<file path="src/rtl/cdc_hs_pkg.sv">
// Shared definitions for the toggle request/acknowledge CDC blocks (rx now, tx later).
package cdc_hs_pkg;

   typedef enum logic {
      IDLE = 1'b0,
      VLD  = 1'b1
   } state_e;

   // Both sides must come out of reset with matching toggles.
   localparam logic ACK_RST = 1'b0;

endpackage

</file>
<file path="src/rtl/cdc_hs_rx.sv">
// Receive side of a toggle req/ack CDC: captures the held payload and hands it to a valid/ready consumer.
// Optional protocol-violation detector enabled by defining CDC_HS_RX_ERR_EN.
module cdc_hs_rx
   import cdc_hs_pkg::*;
#(
   parameter int W     = 32,
   parameter int CNT_W = 16
) (
   input  logic             clk,
   input  logic             rst,
   input  logic             req_sync,
   input  logic [W-1:0]     data_in,
   output logic             ack,
   output logic             out_vld,
   output logic [W-1:0]     out_data,
   input  logic             out_rdy,
   output logic [CNT_W-1:0] xfer_cnt,
   output logic             err
);

   localparam logic [CNT_W-1:0] CNT_ONE = CNT_W'(1);

   state_e state;

   // A request is pending whenever the synchronized toggle differs from our ack.
   always_ff @(posedge clk) begin
      if (rst) begin
         state    <= IDLE;
         ack      <= ACK_RST;
         out_vld  <= 1'b0;
         out_data <= '0;
         xfer_cnt <= '0;
      end else begin
         case (state)
            IDLE: begin
               if (req_sync != ack) begin
                  out_data <= data_in;
                  out_vld  <= 1'b1;
                  state    <= VLD;
               end
            end
            VLD: begin
               if (out_rdy) begin
                  ack      <= ~ack;
                  xfer_cnt <= xfer_cnt + CNT_ONE;
                  out_vld  <= 1'b0;
                  state    <= IDLE;
               end
            end
            default: state <= IDLE;
         endcase
      end
   end

`ifdef CDC_HS_RX_ERR_EN
   logic req_q;
   logic err_q;
   logic viol;

   // Any toggle seen while holding a word means the source did not wait for ack.
   assign viol = (state == VLD) && (req_sync != req_q);

   always_ff @(posedge clk) begin
      if (rst) begin
         req_q <= 1'b0;
         err_q <= 1'b0;
      end else begin
         req_q <= req_sync;
         if (viol)
            err_q <= 1'b1;
      end
   end

   always_ff @(posedge clk) begin
      if (!rst)
         assert (!viol) else $warning("cdc_hs_rx: request re-toggled before ack");
   end

   assign err = err_q;
`else
   assign err = 1'b0;
`endif

endmodule
</file>
<file path="config.mk">
export PLATFORM = sky130hd
export DESIGN_NAME = cdc_hs_rx
export DESIGN_NICKNAME = d
export VERILOG_FILES = /design/src/rtl/cdc_hs_pkg.sv /design/src/rtl/cdc_hs_rx.sv
export SDC_FILE = /design/constraint.sdc
export NUM_CORES = 1
export LEC_CHECK = 0
export CAP_MARGIN = 30
export CORE_MARGIN = 2
export CORE_UTILIZATION = 30
export CTS_BUF_LIST = sky130_fd_sc_hd__clkbuf_2 sky130_fd_sc_hd__clkbuf_4 sky130_fd_sc_hd__clkbuf_8
export DETAILED_ROUTE_END_ITERATION = 12
export PLACE_DENSITY = 0.73
export SYNTH_ARGS = -nofsm -noshare
export SYNTH_HDL_FRONTEND = slang
export SYNTH_SLANG_ARGS = --single-unit
</file>
<file path="constraint.sdc">
create_clock -name clk -period 1.87 [get_ports clk]
set_clock_uncertainty 0.15 [all_clocks]
set_input_delay 0.561 -clock clk [delete_from_list [all_inputs] [get_ports clk]]
set_output_delay 0.561 -clock clk [all_outputs]
set_load 0.01 [all_outputs]
</file>
# [After elaboration in Yosys (flattened, before gate mapping)]
# Index checks and enable logic that the tools add are counted.
# Widths: inputs -> output; s select.
[word_totals] mem_bits_ro=0 latchBits=0 mem_count=0 ram_bits=0 ff_bits=51
[classes] order_cmp=0 div_mod_pow=0 n_eq_ne=3 mul=0 n_addsub=1 n_mux=6 n_reduce_logical=3 shift=0 n_bitwise=2
[op_table] operator="$add 16x1->16 const B" count=1
[op_table] operator="$reduce_and 2->1" count=3
[op_table] operator="$mux 1" count=4
[op_table] operator="$ne 2x2->1 const B" count=2
[op_table] operator="$pmux 1 s2" count=2
[op_table] operator="$not 1->1" count=2
[op_table] operator="$ne 1x1->1" count=1

# [Longest topological paths before layout]
# Gate-level depths: netlist of the first run.
[logic_depth] depth_word=3 mapped_depth=6

# [Worst setup path before layout of the first run]
# No wires, ideal clock.
[synth_timing] path_type="input-to-reg" from="in out_rdy" to="reg xfer_cnt[15]" t_required_ns=1.599 arrival_time_ns=1.432 path_slack_ns=0.166 cell_stages=4 path_cell_list="nand4_1 nor4_4 nand3_2 mux2_4"
[synth_via] elab_chain_len=1
[synth_lines] element="start, declared" line="cdc_hs_rx.sv:16" rtl="input logic out_rdy,"
[synth_lines] element="$reduce_and 2->1 (no line)"
[synth_lines] element="end signal, assigned" line="cdc_hs_rx.sv:45" rtl="xfer_cnt <= xfer_cnt + CNT_ONE;"
[synth_lines] element="end, declared" line="cdc_hs_rx.sv:17" rtl="output logic [CNT_W-1:0] xfer_cnt,"
# No other way between the ends.
# A chain may end at the register's enable or synchronous reset.

# [Worst setup path in the final report of the first run]
[layout_timing] from="in req_sync" to="reg out_data[4]"
[layout_via] elab_chain_len=2
[layout_lines] element="start, declared" line="cdc_hs_rx.sv:11" rtl="input logic req_sync,"
[layout_lines] element="$ne 1x1->1" line="cdc_hs_rx.sv:36" rtl="if (req_sync != ack) begin"
[layout_lines] element="$reduce_and 2->1 (no line)"
[layout_lines] element="end signal, assigned" line="cdc_hs_rx.sv:37" rtl="out_data <= data_in;"
[layout_lines] element="end, declared" line="cdc_hs_rx.sv:15" rtl="output logic [W-1:0] out_data,"
# No other way between the ends.

==> impl_metrics.json, run 1 <==
{
  "grt_pass1_wl_mm": 8.20,
  "p_per_area_nw_per_um2": 753,
  "ctsHoldBuffers": 0,
  "regArea_um2": 1030,
  "grt_busiest_layer": "met2",
  "ios": 87,
  "status": "finished, final reports clean",
  "grt_use_total_pct": 13.9,
  "setup_viol": 0,
  "tns_ns": 0,
  "startpoint_type": "input port",
  "crit_chain": "clkdlybuf4s50_1 -> xor2_2 -> buf_4 -> nand2b_2 -> clkbuf_16 -> nand2_1 -> a21oi_1",
  "reg2reg_from": "xfer_cnt[1]",
  "dieArea_um2": 7220,
  "cpPeakStageDelay_ns": 0.50,
  "max_freq_ghz": 0.561,
  "area_delta_synth_final_pct": 57.8,
  "arrival_ns": 1.82,
  "hold_slack_ns": 0.304,
  "routedWlPerCell_um": 12.0,
  "cts.sinks": 51,
  "r2r-end": "xfer_cnt[15]",
  "crit_type": "in2reg",
  "finalCriticalPeriod_ns": 1.78,
  "nets": 372,
  "netlist_instances": 236,
  "cts_tree": "done",
  "grt_max_degree": 31,
  "cpLargestDelayFamily": "buffers and inverters",
  "drt.antenna.violating_nets": 0,
  "drtIter0Drc": 55,
  "viasPerCell": 4.55,
  "dp_hpwl_mm": 3.53,
  "p_leak_nw": 1.40,
  "clk_pin_slew_ns": 0.09,
  "yosys_warnings": 0,
  "grt_pass1_vias": 1797,
  "multi_input_area_um2": 878,
  "worstSetupEndpointType": "flop",
  "rsz0062_at_grt": "false",
  "met2_usage_pct": 23.4,
  "min-delay-start": "out_data[4]",
  "place.gp.congestion": 0.777,
  "dr.pass1.iters": 4,
  "cap_violations": 0,
  "die_x_um": 84.9,
  "finalHoldViolCount": 0,
  "grt.met3_usage_pct": 3.79,
  "cpMaxStageDelayCell": "clkdlybuf4s50_1",
  "min_path_type": "reg2reg",
  "synth_nets": 273,
  "fin_crit_sh_pct": 95.3,
  "use_met1_pct": 17.3,
  "syn_area_um2": 1970,
  "start_util_pct": 31.0,
  "routed_wl_mm": 4.97,
  "dpl_cell_area_um2": 3000,
  "ys_types": 26,
  "grt.overflow.total": 0,
  "antenna_found_initial": 0,
  "ys_seq_area_share_pct": 51.9,
  "mostFrequentLayoutCells": "nand2_1, dlygate4sd2_1, dfxtp_1, a21oi_1, clkdlybuf4s50_1",
  "cts_buffer_depth": 2,
  "holdPathEnd": "out_data[4]",
  "numCtsBuffers": 5,
  "fp.coreArea_um2": 6350,
  "port_buffers": 85,
  "maxSlewViolCount": 0,
  "reg2reg_depth": 4,
  "drive_above_1_share_pct": 14.3,
  "std_cell_rows": 29,
  "synth-seq-cells": 51,
  "layout_commonest_cell": "nand2_1",
  "h-tree-depth": 2,
  "antenna_cells": 0,
  "fillers": 605,
  "drc": 0,
  "die_h_um": 84.9,
  "clock_latency_ns": 0.30,
  "final_area_um2": 3100,
  "root_buffer": "clkbuf_8",
  "holdPathStages": 2,
  "power_mw": 2.34,
  "path_buf_inv": 3,
  "critical_path_required_ns": 1.90,
  "syn_avg_cell_area_um2": 8.33,
  "worstPathMaxFanout": 15,
  "vias": 1881,
  "r2r_setup_slack_ns": 0.23,
  "peakVddDrop_uv": 315
}
-- routing by layer --
metal	up-vias	routed length (um)	part of all wire, %
met3	8	330	6.6
li1	961	-	-
met2	55	2280	46
met5	-	0	0
met1	857	2310	46
met4	0	58	1.2
-- logic make-up after synthesis --
group | count (synthesis) | share of synthesized area [%]
AO/OA/AOI/OAI | 41 | 10.9
XOR/XNOR | 13 | 5.79
adder cells (fa/ha/maj) | 1 | 0.636
buffers and inverters | 19 | 4.26
flip-flops | 51 | 51.9
multiplexers | 1 | 0.764
other | 1 | 0.191
AND/OR/NAND/NOR | 109 | 25.5
-- cell type report --
cell class	instances	area share, %
clock buffer	6	2.46
multi-input combinational	166	28.3
clock inverter	2	0.403
timing repair buffer	107	31.9
sequential	51	33.3
inverter	4	0.484
tap	77	3.11
-- how the worst max path moves through the flow --
stage                        start           end  cells after the start
after global routing      req_sync   out_data[3]                      6
after global placement     out_rdy  xfer_cnt[15]                      5
final                     req_sync   out_data[4]                      7
after detailed placement   out_rdy  xfer_cnt[15]                      5
after floorplan            out_rdy  xfer_cnt[15]                      4
after CTS                 req_sync  out_data[28]                      6
-- state kept, by name, indices dropped and copies added (netlist names) --
name and count:
out_data 32, ack 1, out_vld 1, xfer_cnt 16, state 1
-- metrics by stage --
| step | util (%) | instances | worst slack, ns |
|---|---|---|---|
| 2_1_floorplan | - | 236 | 0.166 |
| 3_3_place_gp | 47.3 | 401 | -0.353 |
| 3_5_place_dp | 47.3 | 401 | -0.392 |
| 4_1_cts | 48.2 | 412 | 0.0129 |
| 5_1_grt | 48.8 | 413 | 0.00813 |
| 6_report | 48.8 | 413 | 0.0875 |
-- repair_timing --
action | in CTS | in global routing
endpoints found under the hold margin | 0 | 0
setup buffers | 3 | 0
pin swaps | 3 | 0
resized for setup | 60 | 3
setup endpoints to repair | 53 | 29
cloned | 0 | 1
-- where the power goes --
group / internal, mW / switching (mW) / leakage, nW
Clock: 0.277 / 0.359 / 0.0446
Combinational: 0.257 / 0.242 / 0.934
Sequential: 1.16 / 0.0396 / 0.421
Total: 1.70 / 0.641 / 1.40
-- synth_stat cells --
| cell | number | area, um^2 |
|---|---|---|
| inv_1 | 4 | 15.0 |
| clkbuf_1 | 9 | 33.8 |
| nand3_2 | 1 | 10.0 |
| nor2_1 | 18 | 67.6 |
| nand4_4 | 2 | 42.5 |
| a31o_2 | 1 | 8.76 |
| xor2_1 | 3 | 26.3 |
| a211oi_1 | 2 | 15.0 |
| nor2b_1 | 2 | 12.5 |
| nand3_1 | 5 | 25.0 |
| nor3_1 | 4 | 20.0 |
| nand2b_1 | 1 | 6.26 |
| o21ai_0 | 2 | 10.0 |
| conb_1 | 1 | 3.75 |
| buf_4 | 2 | 15.0 |
| xnor2_1 | 10 | 87.6 |
| mux2_4 | 1 | 15.0 |
| nor4_1 | 2 | 12.5 |
| nand4_1 | 2 | 12.5 |
| buf_2 | 4 | 20.0 |
| a21oi_1 | 36 | 180 |
| nor4_4 | 1 | 21.3 |
| nand2_1 | 69 | 259 |
| ha_1 | 1 | 12.5 |
| dfxtp_1 | 51 | 1020 |
| or3_1 | 2 | 12.5 |
-- worst reg2reg max path, stage by stage (launching register included) --
cell and delay (ns):
dfxtp_1 0.40, nand4_1 0.22, nor4_4 0.36, nand3_2 0.11, mux2_4 0.30
Power figures use the tool's default switching activity.
==> run 2: changes to the inputs <==
--- a/config.mk
+++ b/config.mk
@@ -10,6 +10,7 @@
 export CORE_UTILIZATION = 30
 export CTS_BUF_LIST = sky130_fd_sc_hd__clkbuf_2 sky130_fd_sc_hd__clkbuf_4 sky130_fd_sc_hd__clkbuf_8
 export DETAILED_ROUTE_END_ITERATION = 12
+export HOLD_SLACK_MARGIN = 0.15
 export PLACE_DENSITY = 0.73
 export SYNTH_ARGS = -nofsm -noshare
 export SYNTH_HDL_FRONTEND = slang
==> results of run 2 <==
The final DEF is identical to that of run 1; final timing and power are the same.
==> run 3: changes to the inputs <==
--- a/config.mk
+++ b/config.mk
@@ -10,7 +10,7 @@
 export CORE_UTILIZATION = 30
 export CTS_BUF_LIST = sky130_fd_sc_hd__clkbuf_2 sky130_fd_sc_hd__clkbuf_4 sky130_fd_sc_hd__clkbuf_8
 export DETAILED_ROUTE_END_ITERATION = 12
-export HOLD_SLACK_MARGIN = 0.15
+export HOLD_SLACK_MARGIN = 0.02
 export PLACE_DENSITY = 0.73
 export SYNTH_ARGS = -nofsm -noshare
 export SYNTH_HDL_FRONTEND = slang
==> results of run 3 <==
The final DEF is identical to that of run 1; final timing and power are the same.
